$ cat src/rtl/fft_pkg.sv
// Shared FFT definitions: default geometry, read-FSM encoding and a bit-reversal helper
// used by the input reorder stage, the FFT core and the output reorder stage.
package fft_pkg;

    localparam int FFT_WIDTH     = 8;
    localparam int FFT_POINTS    = 64;
    localparam int FFT_LOGPOINTS = 6;

    // Widest index handled by bitrev; covers frames up to 1024 points.
    localparam int REV_MAXBITS = 10;

    localparam logic [0:0] ST_IDLE  = 1'b0;
    localparam logic [0:0] ST_DRAIN = 1'b1;

    // Reverses the low nbits of v; bits at and above nbits come back as zero.
    function automatic logic [REV_MAXBITS-1:0] bitrev(input logic [REV_MAXBITS-1:0] v,
                                                      input int nbits);
        logic [REV_MAXBITS-1:0] r;
        logic [3:0]             idx;
        r = '0;
        for (int i = 0; i < REV_MAXBITS; i++) begin
            idx = 4'(nbits - 1 - i);
            if (i < nbits) r[i] = v[idx];
        end
        return r;
    endfunction

endpackage

$ cat src/rtl/dpram.sv
// Simple dual-port RAM: port A writes, port B reads synchronously with a read enable.
// The read data register holds its value whenever the read enable is low.
module dpram #(
    parameter int DW = 16,
    parameter int AW = 5
) (
    input  logic          i_clk,
    input  logic          i_we,
    input  logic [AW-1:0] i_waddr,
    input  logic [DW-1:0] i_wdata,
    input  logic          i_re,
    input  logic [AW-1:0] i_raddr,
    output logic [DW-1:0] o_rdata
);

    logic [DW-1:0] r_mem [0:(1<<AW)-1];
    logic [DW-1:0] r_rdata;

    always_ff @(posedge i_clk) begin
        if (i_we) r_mem[i_waddr] <= i_wdata;
        if (i_re) r_rdata <= r_mem[i_raddr];
    end

    assign o_rdata = r_rdata;

endmodule

$ cat src/rtl/fft_input_bank.sv
// One ping-pong frame buffer: the lower dpram holds samples n < N/2, the upper holds
// n >= N/2, both at address n mod N/2, so one read address yields a full butterfly pair.
module fft_input_bank
    import fft_pkg::*;
#(
    parameter int width     = FFT_WIDTH,
    parameter int logpoints = FFT_LOGPOINTS
) (
    input  logic                   i_clk,
    input  logic                   i_we,
    input  logic                   i_upper,
    input  logic [logpoints-2:0]   i_waddr,
    input  logic [2*width-1:0]     i_wdata,
    input  logic                   i_re,
    input  logic [logpoints-2:0]   i_raddr,
    output logic [2*width-1:0]     o_lo,
    output logic [2*width-1:0]     o_hi
);

    logic w_we_lo;
    logic w_we_hi;

    assign w_we_lo = i_we && !i_upper;
    assign w_we_hi = i_we &&  i_upper;

    dpram #(.DW(2*width), .AW(logpoints-1)) u_lo (
        .i_clk   (i_clk),
        .i_we    (w_we_lo),
        .i_waddr (i_waddr),
        .i_wdata (i_wdata),
        .i_re    (i_re),
        .i_raddr (i_raddr),
        .o_rdata (o_lo)
    );

    dpram #(.DW(2*width), .AW(logpoints-1)) u_hi (
        .i_clk   (i_clk),
        .i_we    (w_we_hi),
        .i_waddr (i_waddr),
        .i_wdata (i_wdata),
        .i_re    (i_re),
        .i_raddr (i_raddr),
        .o_rdata (o_hi)
    );

endmodule

$ cat src/rtl/fft_input_reorder.sv
// Natural-order sample input, ping-pong frame buffering, and bit-reversed pair output
// (two samples per cycle) towards the radix-2 FFT butterfly pipeline.
module fft_input_reorder
    import fft_pkg::*;
#(
    parameter int width     = FFT_WIDTH,
    parameter int points    = FFT_POINTS,
    parameter int logpoints = FFT_LOGPOINTS
) (
    input  logic             CLK,
    input  logic             RST,
    input  logic             ce,
    input  logic             valid_i,
    output logic             ready_o,
    input  logic [width-1:0] dr,
    input  logic [width-1:0] di,
    output logic             valid_o,
    input  logic             ready_i,
    output logic             sof_o,
    output logic [width-1:0] ar,
    output logic [width-1:0] ai,
    output logic [width-1:0] br,
    output logic [width-1:0] bi
);

    localparam int HA = logpoints - 1;

    logic [1:0]           r_full;
    logic                 r_wr_sel;
    logic [logpoints-1:0] r_wcnt;
    logic                 r_rd_sel;
    logic [HA-1:0]        r_rcnt;
    logic [0:0]           r_state;

    logic [HA-1:0]        r_raddr;
    logic                 r_issue;
    logic                 r_first;
    logic                 r_last;
    logic                 r_sel;

    logic                 r_valid;
    logic                 r_sof;
    logic                 r_osel;

    logic                 w_accept;
    logic                 w_adv;
    logic                 w_issue;
    logic [1:0]           w_set;
    logic [1:0]           w_clr;
    logic [2*width-1:0]   w_wdata;
    logic [2*width-1:0]   w_lo0;
    logic [2*width-1:0]   w_hi0;
    logic [2*width-1:0]   w_lo1;
    logic [2*width-1:0]   w_hi1;
    logic [2*width-1:0]   w_a;
    logic [2*width-1:0]   w_b;

    assign ready_o  = !r_full[r_wr_sel];
    assign w_accept = ce && valid_i && ready_o;
    assign w_adv    = ce && (!r_valid || ready_i);
    assign w_issue  = (r_state == ST_DRAIN) && w_adv;
    assign w_wdata  = {dr, di};

    // A buffer is released only once its final pair has actually been read out of the RAM,
    // so a long stall cannot let the writer overwrite a location still waiting to be read.
    always_comb begin
        w_set = '0;
        w_clr = '0;
        if (w_accept && (r_wcnt == '1)) w_set[r_wr_sel] = 1'b1;
        if (w_adv && r_issue && r_last) w_clr[r_sel] = 1'b1;
    end

    always_ff @(posedge CLK or negedge RST) begin
        if (!RST) begin
            r_full   <= '0;
            r_wr_sel <= 1'b0;
            r_wcnt   <= '0;
        end else begin
            r_full <= (r_full | w_set) & ~w_clr;
            if (w_accept) begin
                r_wcnt <= r_wcnt + 1'b1;
                if (r_wcnt == '1) r_wr_sel <= ~r_wr_sel;
            end
        end
    end

    // Address stage: walks rcnt through the frame and registers the bit-reversed address.
    always_ff @(posedge CLK or negedge RST) begin
        if (!RST) begin
            r_state  <= ST_IDLE;
            r_rd_sel <= 1'b0;
            r_rcnt   <= '0;
            r_raddr  <= '0;
            r_issue  <= 1'b0;
            r_first  <= 1'b0;
            r_last   <= 1'b0;
            r_sel    <= 1'b0;
        end else if (ce) begin
            case (r_state)
                ST_IDLE: begin
                    if (r_full[r_rd_sel]) begin
                        r_state <= ST_DRAIN;
                        r_rcnt  <= '0;
                    end
                end
                default: begin
                    if (w_adv) begin
                        r_rcnt <= r_rcnt + 1'b1;
                        if (r_rcnt == '1) begin
                            r_rd_sel <= ~r_rd_sel;
                            if (!r_full[~r_rd_sel]) r_state <= ST_IDLE;
                        end
                    end
                end
            endcase
            if (w_adv) begin
                r_issue <= w_issue;
                r_first <= w_issue && (r_rcnt == '0);
                r_last  <= w_issue && (r_rcnt == '1);
                r_sel   <= r_rd_sel;
                r_raddr <= HA'(bitrev(REV_MAXBITS'(r_rcnt), HA));
            end
        end
    end

    always_ff @(posedge CLK or negedge RST) begin
        if (!RST) begin
            r_valid <= 1'b0;
            r_sof   <= 1'b0;
            r_osel  <= 1'b0;
        end else if (w_adv) begin
            r_valid <= r_issue;
            r_sof   <= r_first;
            r_osel  <= r_sel;
        end
    end

    fft_input_bank #(.width(width), .logpoints(logpoints)) u_bank0 (
        .i_clk   (CLK),
        .i_we    (w_accept && !r_wr_sel),
        .i_upper (r_wcnt[logpoints-1]),
        .i_waddr (r_wcnt[logpoints-2:0]),
        .i_wdata (w_wdata),
        .i_re    (w_adv),
        .i_raddr (r_raddr),
        .o_lo    (w_lo0),
        .o_hi    (w_hi0)
    );

    fft_input_bank #(.width(width), .logpoints(logpoints)) u_bank1 (
        .i_clk   (CLK),
        .i_we    (w_accept && r_wr_sel),
        .i_upper (r_wcnt[logpoints-1]),
        .i_waddr (r_wcnt[logpoints-2:0]),
        .i_wdata (w_wdata),
        .i_re    (w_adv),
        .i_raddr (r_raddr),
        .o_lo    (w_lo1),
        .o_hi    (w_hi1)
    );

    assign w_a     = r_osel ? w_lo1 : w_lo0;
    assign w_b     = r_osel ? w_hi1 : w_hi0;
    assign valid_o = r_valid;
    assign sof_o   = r_sof;
    assign ar      = r_valid ? w_a[2*width-1:width] : '0;
    assign ai      = r_valid ? w_a[width-1:0]       : '0;
    assign br      = r_valid ? w_b[2*width-1:width] : '0;
    assign bi      = r_valid ? w_b[width-1:0]       : '0;

endmodule

$ cat config.mk
export PLATFORM = sky130hd
export DESIGN_NAME = fft_input_reorder
export DESIGN_NICKNAME = d
export VERILOG_FILES = /design/src/rtl/fft_pkg.sv /design/src/rtl/dpram.sv /design/src/rtl/fft_input_bank.sv /design/src/rtl/fft_input_reorder.sv
export SDC_FILE = /design/constraint.sdc
export NUM_CORES = 2
export LEC_CHECK = 0
export BUFFER_PORTS_ARGS = -buffer_cell sky130_fd_sc_hd__buf_2
export CELL_PAD_IN_SITES_DETAIL_PLACEMENT = 0
export CELL_PAD_IN_SITES_GLOBAL_PLACEMENT = 2
export CORE_MARGIN = 1
export CORE_UTILIZATION = 50
export CTS_CLUSTER_DIAMETER = 150
export CTS_CLUSTER_SIZE = 28
export DETAILED_ROUTE_END_ITERATION = 7
export PLACE_DENSITY = 0.77
export SYNTH_ARGS = -nofsm -noshare
export SYNTH_HDL_FRONTEND = slang
export SYNTH_SLANG_ARGS = --single-unit
$ cat constraint.sdc
create_clock -name CLK -period 3.2 [get_ports CLK]
set_input_delay 0 -clock CLK [delete_from_list [all_inputs] [get_ports CLK]]
set_output_delay 0 -clock CLK [all_outputs]
set_load 0.02 [all_outputs]
==> impl_results.md <==
* Max Clk Rate at 344 MHz
* Nature of the critical path startpoint: flop
* TritonRoute pass-1 iters at 5
* Cell area after synthesis at 0.0822 mm2
* Top layer used by detailed routing: met5
* Hpwl dp at 136,000 um
* CP Max Fanout at 15
* IO Port Bufs at 55
* Synth warn at 0
* Maximum capacitance violations at 0
* Routed wl met3 at 17,300 um
* Synth Net Count at 4,136
* Sequential share of power at 65.6%
* DRC Markers at 0
* First-pass GRT wire length at 305,000 um
* Ys flop type: edfxtp_1
* Die width at 408 um
* Cell taking the most area after synthesis: edfxtp_1
* Hold Violations, Final at 0
* FP Rows at roughly 150
* Tcrit/Tclk final at 90.9%
* Vias in the first global route at 39.7k
* Clock transition at path regs at 0.12 ns
* Crit path max-delay cell type: dfrtp_2
* Register area share after synthesis at 78.0%
* Status: complete, no violations
* Synth top area share at 77.1%
* Die Ht at 408 um
* Full die area at ~0.17 mm2
* Antenna Nets Post-Route at 0
* Global Route Usage Sum at 26.0%
* Final setup skew at 0.0329 ns
* Clock share of power at between 20% and 30%
* Final Max Slew Viols at 0
* Worst slew pin tran at between 1 and 1.5 ns
* Switch share at 22.5%
* Internal at 37.2 mW
* Final design utilization at 55.1%
* DRT iter0 DRCs at ~5.2k
* DR vias at around 40k
* Drt wl/cell at 33.1 um
* Critical path's largest stage delay at 0.95 ns
* Avg Cell Area, Syn at 20.0 um2
* Clk_lat worst skew at 0.74 ns
* Async S/R FF share, synth at under 10%
* Number of gates resized after cts at 0
* Placer congestion estimate at 0.853
* # clock sinks at 2,140
* R2R Setup Slk at roughly 0.31 ns
* EDFF count, synth at approximately 2.1k
* Met1 WL at 92,700 um
* Yosys cell types at 41
* Total power at between 40 and 50 mW
* Core ar. at 0.163 mm2
* Dpl cells at between 6k and 7k
* Hold slack at 0.00843 ns
* Delay-heaviest family, CP: flip-flops
* Crit path buf inv count at 2
* Net Switching at 10.8 mW
* DR vias/cell at ~6.3
* Root Buffer: clkbuf_16
* Arr. time, crit path at 2.91 ns
* Crit end category: output port
* FF+latch count, synth at 2,140
* Fin cells at about 6.6k
* Peak supply drop at roughly 0.42 mV
* Relative slew margins at a little under a fifth
* CTS Buf Count at 86
* Setup tns final at 0 ns
* PwrDens at 534 mW/mm2
* Area delta synth->final at 9.28%
* Clock Path Buffers at 3
* Largest net degree at the start of global routing at 106
* Share of cells above drive strength 1 at 18.3%
* TritonCTS clock tree: done
* Routed WL at 217,000 um
* Ports at between 50 and 60
* WP data required at 3.20 ns
* RSZ-0062 raised after global routing: false
* Top post-synthesis cells by area: edfxtp_1, mux4_2, mux2i_1, a22oi_1, nand3_1
* Crit path time final at 2.91 ns
* Final global-route overflow total at 0
* LEAKAGE at 26.6 nW
* NumNets Final at 4,384
* Setup bufs post-CTS at 0
* Worst-path cell chain: buf_12 > mux2i_1 > nor2_1 > buf_2
* Synth Instances at 4,108
* Antenna violations before repair at 6
* Routed wire length on met2 at 103,000 um
* Setup-failing EPs final at 0
* Initial Utilization at 50.5%
* Combinational share of power at 6.7%
* CTS HTree Levels at 3
* Hold Crit Class: in -> reg
* Critical path class: reg -> out
-- kinds of logic after synthesis --
group | Yosys count | synth area share, %
flip-flops | 2140 | 78.0
multiplexers | 805 | 13.7
AND/OR/NAND/NOR | 481 | 2.79
AO/OA/AOI/OAI | 417 | 3.76
buffers and inverters | 251 | 1.60
XOR/XNOR | 7 | 0.0746
adder cells (fa/ha/maj) | 7 | 0.107
-- metal layers --
metal,vias to the layer above,track usage (%)
li1,17200,-
met1,22000,39.0
met2,1712,40.8
met3,215,3.68
met4,2,5.48
met5,-,0.144
-- placed cells by master (no fill, tap or decap), drive strengths merged, types with 3 or more instances in the layout --
cell type / count
clkbuf: 106
o21ai: 10
a22o: 16
nand2: 57
edfxtp: 2112
nand3: 145
nor2: 169
ha: 7
nand4: 55
nor2b: 26
mux2i: 547
dlygate4sd3: 21
xnor2: 7
a31oi: 17
and2: 9
dfrtp: 28
mux4: 256
a32oi: 3
buf: 381
a22oi: 355
inv: 10
a21oi: 10
and3b: 3
and3: 7
-- flip-flops by register name, summed over array words and instances (netlist names), 2 cells and up --
name and cells:
u_bank0.u_lo.o_rdata 16, r_raddr 5, u_bank0.u_lo.r_mem 512, r_rcnt 5, u_bank1.u_hi.r_mem 512, u_bank1.u_lo.o_rdata 16
u_bank0.u_hi.o_rdata 16, u_bank1.u_lo.r_mem 512, r_full 2, u_bank1.u_hi.o_rdata 16, u_bank0.u_hi.r_mem 512, r_wcnt 6
-- repair_timing --
item,4_1_cts,5_1_grt
hold endpoints to repair,767,0
setup endpoints to repair,0,0
hold buffers,22,0
-- power by group through the flow --
| stage | clock network [mW] | registers (mW) | logic [mW] |
|---|---|---|---|
| 2_1_floorplan | 0 | 31.9 | 1.35 |
| 3_3_place_gp | 0 | 32.1 | 3.08 |
| 3_5_place_dp | 0 | 32.1 | 3.13 |
| 4_1_cts | 13.5 | 31.5 | 3.16 |
| 5_1_grt | 14.4 | 31.5 | 3.32 |
| 6_report | 13.3 | 31.5 | 3.20 |
-- metrics by stage --
step                setup slack [ns]  area (um2)
finish                         0.293       89900
global route                   0.258       89900
CTS                            0.306       89900
detailed placement             0.355       87200
global placement               0.321       87200
floorplan                      0.348       82200
-- final timing paths --
kind	end	cells past startpoint	start
max in group asynchronous	r_raddr[1]	4	RST
max reg2reg	u_bank1.u_lo.o_rdata[3]	6	r_raddr[2]
max	bi[5]	4	r_osel
min	u_bank0.u_lo.r_mem[4][4]	1	di[4]
min in group asynchronous	r_first	4	RST
min reg2reg	r_last	2	r_last
-- cells in the mapped netlist (all sizes together) (3+ instances only) --
| master | count |
|---|---|
| edfxtp | 2112 |
| mux2i | 547 |
| a22oi | 355 |
| mux4 | 256 |
| nor2 | 169 |
| buf | 167 |
| nand3 | 145 |
| clkbuf | 75 |
| nand2 | 57 |
| nand4 | 55 |
| dfrtp | 28 |
| nor2b | 26 |
| a31oi | 17 |
| a22o | 16 |
| a21oi | 10 |
| o21ai | 10 |
| and2 | 9 |
| inv | 8 |
| and3 | 7 |
| ha | 7 |
| xnor2 | 7 |
| a32oi | 3 |
| and3b | 3 |
-- final cells by class --
cell class / count / area (um2)
Fill cell: 12400 / 73100
Tap cell: 2175 / 2720
Clock buffer: 106 / 2330
Inverter: 9 / 36.3
Sequential cell: 2140 / 64100
Antenna cell: 1 / 2.50
Timing Repair Buffer: 402 / 3610
Clock inverter: 3 / 48.8
Multi-Input combinational cell: 1717 / 17000
Note: power is estimated with default switching activity, not from simulation.
